$ cat src/rtl/pattern_scan_ctrl.sv
// Serialises each accepted word MSB-first through a bit history, pulsing hit per pattern match
// and reporting a per-word count. Throughput is one word per WORD_W+2 cycles; in_ready is low while busy.
module pattern_scan_ctrl #(
  parameter int WORD_W = 8,
  parameter int PAT_W  = 8,
  parameter int CNT_W  = 8
) (
  input  logic              clk,
  input  logic              rest,
  input  logic              cfg_we,
  input  logic [PAT_W-1:0]  cfg_pattern,
  input  logic [3:0]        cfg_len,
  input  logic              in_valid,
  output logic              in_ready,
  input  logic [WORD_W-1:0] in_data,
  input  logic              in_sof,
  output logic              busy,
  output logic              hit,
  output logic              done,
  output logic [CNT_W-1:0]  match_cnt
);

  localparam int LEN_W = $clog2(PAT_W + 1);
  localparam int BIT_W = $clog2(WORD_W + 1);
  localparam logic [BIT_W-1:0] LAST_BIT = BIT_W'(WORD_W - 1);
  localparam logic [LEN_W-1:0] FULL_LEN = LEN_W'(PAT_W);
  localparam logic [PAT_W-1:0] PAT_RST  = PAT_W'(8'h35);
  localparam logic [LEN_W-1:0] LEN_RST  = LEN_W'(6);

  typedef enum logic [1:0] {IDLE, SHIFT, REPORT} state_t;

  state_t              state;
  logic [PAT_W-1:0]    pat_q;
  logic [LEN_W-1:0]    len_q;
  logic [PAT_W-1:0]    hist;
  logic [LEN_W-1:0]    fill;
  logic [WORD_W-1:0]   word_q;
  logic [BIT_W-1:0]    bit_cnt;
  logic [CNT_W-1:0]    cnt_acc;

  logic [LEN_W-1:0]    cfg_len_c;
  logic [PAT_W-1:0]    mask;
  logic [PAT_W-1:0]    hist_nxt;
  logic [LEN_W-1:0]    fill_nxt;
  logic                match;
  logic [CNT_W-1:0]    cnt_nxt;

  assign in_ready = (state == IDLE);
  assign busy     = (state != IDLE);

  // A length of zero or beyond the register width means "use the full width".
  always_comb begin
    cfg_len_c = FULL_LEN;
    if (cfg_len != 4'd0 && 32'(cfg_len) <= 32'(PAT_W))
      cfg_len_c = LEN_W'(cfg_len);
  end

  always_comb begin
    mask = '0;
    for (int i = 0; i < PAT_W; i++)
      mask[i] = (i < int'(len_q));
  end

  // Matching looks at the history as it will be after this cycle's bit is shifted in.
  assign hist_nxt = {hist[PAT_W-2:0], word_q[WORD_W-1]};
  assign fill_nxt = (fill == FULL_LEN) ? fill : fill + 1'b1;
  assign match    = ((hist_nxt & mask) == (pat_q & mask)) && (fill_nxt >= len_q);
  assign cnt_nxt  = (match && cnt_acc != '1) ? cnt_acc + 1'b1 : cnt_acc;

  always_ff @(posedge clk) begin
    if (rest) begin
      state     <= IDLE;
      pat_q     <= PAT_RST;
      len_q     <= LEN_RST;
      hist      <= '0;
      fill      <= '0;
      word_q    <= '0;
      bit_cnt   <= '0;
      cnt_acc   <= '0;
      match_cnt <= '0;
      hit       <= 1'b0;
      done      <= 1'b0;
    end else begin
      hit  <= 1'b0;
      done <= 1'b0;
      unique case (state)
        IDLE: begin
          if (cfg_we) begin
            pat_q <= cfg_pattern;
            len_q <= cfg_len_c;
            hist  <= '0;
            fill  <= '0;
          end
          if (in_valid) begin
            word_q  <= in_data;
            bit_cnt <= '0;
            cnt_acc <= '0;
            state   <= SHIFT;
            if (in_sof) begin
              hist <= '0;
              fill <= '0;
            end
          end
        end
        SHIFT: begin
          hist    <= hist_nxt;
          fill    <= fill_nxt;
          word_q  <= word_q << 1;
          bit_cnt <= bit_cnt + 1'b1;
          hit     <= match;
          cnt_acc <= cnt_nxt;
          // The final bit's hit is folded into the reported count directly.
          if (bit_cnt == LAST_BIT) begin
            match_cnt <= cnt_nxt;
            done      <= 1'b1;
            state     <= REPORT;
          end
        end
        REPORT: state <= IDLE;
        default: state <= IDLE;
      endcase
    end
  end

endmodule

$ cat config.mk
export PLATFORM = sky130hd
export DESIGN_NAME = pattern_scan_ctrl
export DESIGN_NICKNAME = d
export VERILOG_FILES = /design/src/rtl/pattern_scan_ctrl.sv
export SDC_FILE = /design/constraint.sdc
export NUM_CORES = 1
export LEC_CHECK = 0
export ABC_AREA = 0
export CAP_MARGIN = 0
export CORE_ASPECT_RATIO = 1.25
export CORE_MARGIN = 8
export CORE_UTILIZATION = 40
export DETAILED_ROUTE_END_ITERATION = 6
export GPL_TIMING_DRIVEN = 1
export PLACE_DENSITY = 0.62
export SYNTH_ARGS = -nofsm -noshare
export SYNTH_HDL_FRONTEND = slang
export SYNTH_SLANG_ARGS = --single-unit
$ cat constraint.sdc
create_clock -name clk -period 7.1 [get_ports clk]
set_clock_uncertainty 0.2 [all_clocks]
set_input_delay 1.42 -clock clk [delete_from_list [all_inputs] [get_ports clk]]
set_output_delay 1.42 -clock clk [all_outputs]
set_load 0.005 [all_outputs]
# Yosys cells after proc, flatten, opt, wreduce, memory -nomap -nowiden
# Index checks and enable logic that the tools add are counted.
totals:
  ff_bits: 56
  inputBits: 25
  out_inout_bits: 12
  word_cells: 67
op_classes:
  add_sub_neg: 3
  magnitude_cmp: 10
  n_eq_ne: 7
  mux: 21
  bitwise: 3
  n_reduce_logical: 12
op_table:
  columns: ["cell", "count"]
  rows:
  - ["$mux W8", 6]
  - ["$pmux W8 S2", 3]
  - ["$mux W4", 6]
  - ["$and A8 B8 Y8", 2]
  - ["$lt A3 B4 Y1 const A", 4]
  - ["$pmux W4 S2", 2]
  - ["$add A4 B1 Y4 const B", 2]
  - ["$add A8 B1 Y8 const B", 1]
  - ["$eq A8 B8 Y1", 1]
  - ["$lt A1 B4 Y1 const A", 2]
  - ["$lt A2 B4 Y1 const A", 2]
  - ["$ne A8 B8 Y1 const B", 1]
  - ["$reduce_and A2 Y1", 4]
  - ["$eq A4 B3 Y1 const B", 1]
  - ["$eq A4 B4 Y1 const B", 1]
  - ["$ge A4 B4 Y1", 1]
  - ["$le A4 B4 Y1 const B", 1]
  - ["$mux W2", 2]
  - ["$ne A2 B2 Y1 const B", 2]
  - ["$pmux W2 S2", 1]
  - ["$reduce_bool A2 Y1", 2]
  - ["$reduce_bool A4 Y1", 1]
  - ["$logic_and A1 B1 Y1", 3]
  - ["$eq A2 B1 Y1 const B", 1]
  - ["other kinds (4)", 4]

# Logic depth before layout (Yosys ltp)
# Gate-level depths: netlist (run 1).
depth:
  depth_word: 7
  mapped_depth: 13
  mapped_depth_nobuf: 12

# Worst setup path after synthesis (run 1)
# No wires, ideal clock.
synth_path:
  kind: "input-to-reg"
  startpoint: "in in_valid"
  endpoint: "reg cnt_acc[0]"
  setup_ps: 117
  arrival_ps: 2382
  required_ps: 6783
  setup_slack_ps: 4401
  cell_stages: 5
  cell_sequence: "clkbuf_1 > o21bai_1 > nand2b_1 > o21ai_0 > a22o_1"
synth_between:
  elab_chain_cells: 2
synth_lines:
  columns: ["item", "line", "text"]
  rows:
  - ["start, declared", "13", "input logic in_valid,"]
  - ["$ne A2 B2 Y1 (no source line)", null, null]
  - ["$reduce_and A2 Y1 (no source line)", null, null]
  - ["end signal, assigned", "111", "cnt_acc <= cnt_nxt;"]
  - ["end, declared", "39", "logic [CNT_W-1:0] cnt_acc;"]
# Every way passes these cells.
# A chain may end at the register's enable or synchronous reset.

# Final worst setup path (run 1)
layout_path:
  startpoint: "reg state[1]"
  endpoint: "out busy"
layout_between:
  elab_chain_cells: 1
layout_lines:
  columns: ["item", "line", "text"]
  rows:
  - ["start, declared", "32", "state_t state;"]
  - ["start signal, assigned", "72", "state <= IDLE;"]
  - ["start signal, assigned", "98", "state <= SHIFT;"]
  - ["start signal, assigned", "116", "state <= REPORT;"]
  - ["$reduce_bool A2 Y1", "49", "assign busy = (state != IDLE);"]
  - ["end, declared", "17", "output logic busy,"]
# Every way passes these cells.

==> results.md, run 1 <==
- The flow ran to the end, and the final reports show no timing, DRC or antenna violations.
- The cell area that synthesis handed to floorplanning was 2730 um^2.
- Summed over all cells, the static leakage comes to 1.19 nW.
- The total routed wirelength is 5940 um.
- The number of slew-limit violations in the final report is 0.
- For this run, the top clock speed supported by timing is 301 MHz.
- Setup repair after global routing left no endpoint under its margin.
- Entering global routing, the biggest net connects 40 pins.
- Across all setup checks in the final design, the least slack found is 3.77 ns.
- The post-route minimum period is 3.33 ns.
- The die covers 9750 um^2.
- In this run, placement finished with an instance count of 422.
- The number of nets with antenna violations after routing is 0.
- The initial antenna violation count is 0.
- The placeable core region is 6610 um^2.
- Final hold analysis gives a worst-case slack of 0.279 ns.
- The transition time of the tightest slew-check pin is 0.886 ns.
- The via count of the first global-routing pass is 2158.
- The number of max-cap violations is 0.
- 0 antenna diodes ended up in the layout.
- In this run the worst hold path is classified as reg2reg.
- The number of sinks driven by the clock tree is 55.
- The post-layout utilization of the core is 48.8%.
- The arrival time at the worst endpoint is 1.71 ns.
- Using the TritonRoute via totals, the vias-per-cell ratio works out to 5.30.
- TritonCTS built the clock tree.
- The total setup violations reported at the end of the flow is 0.
- Sorting the synthesized cells by area gives the leading types as dfxtp_1 40%, a21oi_1 4.6%, nand2_1 3.8%, xnor2_1 3.8%, nor2_1 3.7%.
- The quantity of gates resized following cts is 0.
- After synthesis, the largest area contributor takes up 40.3% of total cell area.
- Detailed placement ended at an HPWL of 4370 um.
- After detailed placement, the total cell area comes to 3110 um^2.
- The first-pass GRT wire length is 9960 um.
- The count of input and output buffers is 36.
- Timing analysis after detailed placement gives a worst setup slack of 3.62 ns.
- The total number of H-tree levels is 2.
- The post-route total power is 619 uW.
- After clock tree synthesis, the clock-pin slew on the worst setup and hold paths is 0.10 ns.
- Along the worst path, the maximum fanout reaches 16.
- The biggest area contributor in the post-synthesis netlist is dfxtp_1.
- The final route contains 2278 vias.
- The ratio of final minimum period to clock period is 46.8%.
- The clock latency at the later pin of the worst-skew pair is 0.31 ns.
- In this run the deepest clock path goes through 2 buffers.
- The synthesized netlist cell count is 316.
- The final hold violation count came to 0.
- TritonCTS created 5 clock buffers.
- The average wire per cell in the routed design is 13.8 um.
- The number of hold buffers added after CTS was 0.
- Yosys mapped the design onto 52 distinct sky130hd cell types.
- The critical path goes through nor2_1 -> inv_1 -> clkdlybuf4s50_1.
- Among all flip-flop cells after synthesis, the most frequent one is dfxtp_1.
- The worst pin sits at a relative slew slack of 40.7%.
- For this run, the number of standard cells in the final layout without fillers is 430.
- After routing, the total negative slack on setup checks comes to 0 ns.
- The die width is 89.9 um.
- Of the cells placed in the final design, the portion with a size suffix greater than 1 is 6.71%.
- The starting DRC count in detailed routing is 100.
- The number of nets in the synthesized netlist is 349.
- The die is 108 um tall.
- For this run the aggregate overflow at the end of global routing stands at 0.
- The kind of cell adding the most delay to the critical path is flip-flops.
- The Yosys warning count is 0.
- The share of flip-flops with an asynchronous set or reset is 0%.
- IR analysis of the VDD net gives a maximum drop of 0.0886 mV.
- The floorplan has 33 rows.
- The synthesized design contains 55 register bits.
- The number of flops mapped to enable cells by yosys is 0.
- The top-level port count is 37.
- The worst setup path is captured at a primary output.
- In the routed design, unresolved DRC markers number 0.
- The required time at the endpoint of the critical path is 5.48 ns.
- The final weighted congestion in routability-driven placement is 0.811.
- The largest individual stage delay along the critical path comes from the cell dfxtp_1.
- The total global routing track utilization is 12.2%.
- The buffer type at the clock tree root is clkbuf_8.
- Once the clock tree was built, the setup fixing pass inserted 0 buffers.
- The path type of the worst setup path is reg2out.
- The number of optimization iterations in the first detailed-route pass is 4.
- For this run, the post-layout net count is 375.
- On the worst path, the slowest cell contributes a delay of 0.66 ns.
- The number of buffers and inverters on the critical path is 2.
- Fill cells in the final layout number 685.
- After synthesis, the mean cell area works out to 8.64 um^2.
- The area growth from synthesis to layout is 18.0%.
- The initial standard-cell utilization of the core is 41.3%.
- The power density relative to cell area is 192 nW/um^2.
- After routing the design area is 3220 um^2.
- After synthesis, flip-flops and latches occupy 40.3% of the total area.
- The worst setup path is launched from a flip-flop.
sequential cells by signal (all words and copies together), names as in the netlist:
signal     flops
bit_cnt        4
cnt_acc        8
done           1
fill           4
hist           7
hit            1
len_q          4
match_cnt      8
pat_q          8
state          2
word_q         8
placed cells by master (no fill, tap or decap), types with 2 or more instances in the layout:
cell,Yosys,final
dfxtp_1,55,55
clkdlybuf4s50_1,0,36
nand2_1,28,28
nor2_1,27,27
a21oi_1,25,25
inv_1,22,22
o21ai_0,17,17
xnor2_1,12,12
a211oi_1,10,10
a22o_1,10,10
o22ai_1,9,9
ha_1,8,8
nor3_1,6,6
nand3b_1,6,6
clkbuf_8,0,6
nand3_1,5,5
nand2b_1,4,4
a31oi_1,4,4
nor2b_1,4,4
nor3b_1,4,4
xor2_1,3,3
nand4_1,3,3
a21o_1,3,3
a22oi_1,3,3
mux2i_1,3,3
nor3_2,2,2
buf_4,2,2
Yosys cell counts (all sizes together) (2+ instances only):
library cell,instances
nand4,3
clkbuf,12
a211oi,10
a31oi,4
nor3,8
dfxtp,55
nor2,27
a21oi,25
nor2b,4
a211o,2
mux2i,3
nor4,2
ha,8
o22ai,9
a22o,10
nand3,6
o21ai,18
buf,7
nor3b,5
inv,22
nand3b,6
a22oi,3
a21o,3
xnor2,12
xor2,3
nand2b,4
nand2,28
and4,2
layer usage:
metal	track usage (%)	vias to the layer above	share of wire (%)
met5	0	-	0
met4	4.77	0	1.2
met3	2.56	7	2.8
met2	22.3	29	50
met1	13.6	1076	46
li1	-	1166	-
power by group:
group / internal (mW) / total, mW / switching, mW / leakage, nW
Clock: 0.114 / 0.215 / 0.101 / 0.0612
Combinational: 0.0348 / 0.0717 / 0.0369 / 0.679
Sequential: 0.319 / 0.332 / 0.0125 / 0.448
final timing paths:
kind                 start          to  slack, ns  cells past startpoint
hold / removal    pat_q[6]    pat_q[6]       0.28                      2
hold reg to reg   pat_q[6]    pat_q[6]       0.28                      2
setup reg to reg   fill[0]  cnt_acc[0]       4.14                     11
setup / recovery  state[1]        busy       3.77                      3
tightest hold or removal path, cell delays in order, from the launching register on:
cell	delay, ns
dfxtp_1	0.33
nand2_1	0.06
a21oi_1	0.05
logic make-up (layout without fill, tap and decap cells):
family	count (synthesis)	after routing	share of synthesized area [%]
multiplexers	4	4	1.51
buffers and inverters	41	68	7.05
flip-flops	55	55	40.3
XOR/XNOR	15	15	4.81
adder cells (fa/ha/maj)	8	8	3.66
AND/OR/NAND/NOR	101	101	19.3
AO/OA/AOI/OAI	92	92	23.3
final cells by class:
cell class	instances	area, um^2	share of cell area [%]
inverters	22	82.6	2.56
multi-input cells	220	1440	44.6
repair buffers	38	375	11.6
flip-flops and latches	55	1100	34.2
clock buffers	6	82.6	2.56
clock inverters	2	35.0	1.09
well taps	87	109	3.38
(Power assumes the default switching activity.)
==> inputs of run 2 (changes only) <==
--- a/config.mk
+++ b/config.mk
@@ -12,7 +12,7 @@
 export CORE_UTILIZATION = 40
 export DETAILED_ROUTE_END_ITERATION = 6
 export GPL_TIMING_DRIVEN = 1
-export PLACE_DENSITY = 0.62
+export PLACE_DENSITY = 0.65
 export SYNTH_ARGS = -nofsm -noshare
 export SYNTH_HDL_FRONTEND = slang
 export SYNTH_SLANG_ARGS = --single-unit
==> constraint.sdc (replaced) <==
create_clock -name clk -period 2.95 [get_ports clk]
set_clock_uncertainty 0.2 [all_clocks]
set_input_delay 0.59 -clock clk [delete_from_list [all_inputs] [get_ports clk]]
set_output_delay 0.59 -clock clk [all_outputs]
set_load 0.005 [all_outputs]
==> run 2 against run 1 <==
Hold slack worse by 0.0070 ns. Non-clock buffer count up 6. Largest power group unchanged. Wire length up 0.84%. Total power up 120%. Setup slack worse by 3.5 ns. Critical path depth up 9. Die area unchanged. Clock-buffer cell count up 1.
==> results.md, run 2 (synthesis results as in run 1) <==
- The run finished with clean final reports.
- The largest buffer count on any clock path is 2.
- The kind of cell with the highest combined delay along the critical path is compound AO/OA/AOI/OAI gates.
- Setup violations remaining at the end of the flow were counted as 0.
- The power density relative to cell area is 427 nW/um^2.
- Clock-pin slew was measured on the worst setup and hold paths at 0.09 ns.
- Wires add up to 5990 um.
- In this run the worst setup path begins at fill[1].
- The required time at the endpoint of the critical path is 2.97 ns.
- The quantity of gates resized following cts is 0.
- The maximum resistive drop on vdd is 0.211 mV.
- The total global routing track utilization is 12.5%.
- Of the cells placed in the final design, the portion with a size suffix greater than 1 is 8.31%.
- The starting DRC count in detailed routing is 87.
- In this run the standard cell core region covers 6610 um^2.
- Setup repair after global routing left no endpoint under its margin.
- The pin count of the biggest net entering global routing is 28.
- Once placement finished, the instance area stood at 3150 um^2.
- Counting both buffers and inverters, the worst setup path holds a total of 2.
- The routed layout has 2290 vias.
- Leaving out fill and tap cells, the most frequent cells in the layout are 54 x dfxtp_1, 36 x clkdlybuf4s50_1, 28 x nand2_1, 27 x nor2_1, 25 x a21oi_1.
- Traced cell by cell, the critical path runs through inv_1 -> ha_1 -> nand2_1 -> nor2_1 -> xnor2_1 -> ha_1 -> o21ai_0 -> a221oi_4 -> buf_4 -> nand4b_1 -> xor2_1 -> a211oi_1.
- The final hold violation count came to 0.
- Setup slack on the critical path of the routed design comes to 0.255 ns.
- The buffer type at the clock tree root is clkbuf_8.
- The repair_antennas step left the layout with diodes totalling 0.
- The worst setup slack before clock tree synthesis is 0.174 ns.
- The launch instance of the worst register-to-register path is fill[1].
- The ratio of final minimum period to clock period is 91.3%.
- The largest driver fanout on the critical path is 6.
- The initial antenna violation count was 0.
- In the final layout, the multi-input gates occupy 1440 um^2.
- The net count of the finished layout is 381.
- The type of destination of the critical path is a flip-flop.
- Summed over all layers, the global routing overflow is 0.
- The area added between synthesis and finish is 18.4%.
- The number of sinks driven by the clock tree is 55.
- The detailed-placement wirelength estimate is 4410 um.
- The layout filler cell count is 664.
- The launching element type of the critical path is a flip-flop.
- The die width is 89.9 um.
- The analysis attributes to cell leakage a power of 1.20 nW.
- The number of slew-limit violations in the final report came to 0.
- The via count of the first global-routing pass was 2264.
- The vertical die dimension is 108 um.
- For this run, design rule violations remaining after detail routing come to 0.
- The number of optimization iterations in the first detailed-route pass is 4.
- TritonCTS built the clock tree.
- The type of the tightest min-delay check is reg2reg.
- The average wire per cell in the routed design is 13.7 um.
- The count of input and output buffers is 36.
- In the final layout, flip-flops and latches occupy 1100 um^2.
- In the final timing run, aggregate negative setup slack is 0 ns.
- With fillers left out, the area of the finished cells amounts to 3230 um^2.
- The number of nets with antenna violations after routing is 0.
- The worst pin sits at a relative slew slack of 65.4%.
- Clock latency on the worst-skew pair, taken at its later pin, is 0.30 ns.
- The most numerous cell on the critical path is ha_1.
- Data on the critical path arrives at its endpoint at 2.72 ns.
- Final hold analysis gives a worst-case slack of 0.272 ns.
- The initial utilization of the core area, before any placement, comes to 41.3%.
- The path type of the worst setup path is reg2reg.
- Buffers inserted during clock tree synthesis total 5.
- At the pin with the least slew margin, the transition time is 0.518 ns.
- Dividing the detail-routed via count by the number of cells gives 5.25.
- CTS built an H-tree with a depth of 2.
- The floorplan step defined a die boundary enclosing 9750 um^2.
- In this run the number of cells on the critical path is 12.
- The slowest stage of the critical path belongs to the cell dfxtp_1.
- The congestion estimate from routability-driven global placement came to 0.802.
- The startpoint identified for the worst hold timing path is pat_q[7].
- The worst path needs 2.69 ns of the cycle, external delays included.
- The critical path's largest stage delay is 0.40 ns.
- The post-CTS setup buffer count is 0.
- The depth of the worst register-to-register path is 12.
- The total of hold buffers inserted after clock tree synthesis is 0.
- Max-cap violations in this run came to 0.
- The library cell used most frequently in the layout, excluding fill and tap cells, is dfxtp_1.
- The top-level port count is 37.
- The first global-routing pass estimated 10300 um of wire.
- Static timing analysis puts the maximum clock frequency at 371 MHz.
- The worst hold path was traced through 2 stages.
- The initialized floorplan defines 33 standard-cell rows.
[run 2: changes by cell type in the layout (fill, tap and decap cells not counted)]
| cell | previous run | this run |
|---|---|---|
| clkbuf_8 | 6 | 5 |
| dfxtp_1 | 55 | 54 |
| and3_2 | 0 | 1 |
| clkbuf_1 | 0 | 2 |
| buf_4 | 2 | 8 |
| dfxtp_2 | 0 | 1 |
| bufinv_16 | 1 | 0 |
| and3_1 | 1 | 0 |
[run 2: worst paths after layout]
| check | slack, ns | to |
|---|---|---|
| max | 0.26 | match_cnt[5] |
| min | 0.27 | pat_q[7] |
| max reg2reg | 0.26 | match_cnt[5] |
| min reg2reg | 0.27 | pat_q[7] |
[run 2: report_power, final]
part	leakage, nW	internal [mW]	switching (mW)	total, mW
Sequential	0.449	0.769	0.0298	0.798
Clock	0.0422	0.167	0.234	0.401
Combinational	0.710	0.0879	0.0923	0.180
Total	1.20	1.02	0.356	1.38
[run 2: worst register-to-register path: stages (launching register included)]
cell and delay [ns]:
dfxtp_1 0.40, inv_1 0.06, ha_1 0.18, nand2_1 0.08, nor2_1 0.05, xnor2_1 0.14, ha_1 0.27, o21ai_0 0.12
a221oi_4 0.34, buf_4 0.19, nand4b_1 0.17, xor2_1 0.19, a211oi_1 0.21
[run 2: layout make-up]
cell class | count | share of cell area (%)
clock inverter | 1 | 0.155
clock buffer | 7 | 2.36
sequential | 55 | 34.1
inverter | 22 | 2.55
tap | 87 | 3.37
multi-input combinational | 220 | 44.5
timing repair buffer | 44 | 13.0
[run 2: metal layers]
metal | part of all wire (%) | GRT usage [%] | up-vias
li1 | - | - | 1172
met1 | 47 | 14.8 | 1067
met2 | 48 | 22.2 | 44
met3 | 3.6 | 2.70 | 7
met4 | 1.0 | 4.17 | 0
met5 | 0 | 0 | -
[run 2: metrics by stage]
step,power (mW),std cells,util [%]
final,1.38,436,49.0
after global routing,1.45,436,49.0
after CTS,1.39,436,48.9
after detailed placement,0.996,428,47.7
after global placement,0.991,428,47.7
after floorplan,0.928,316,-
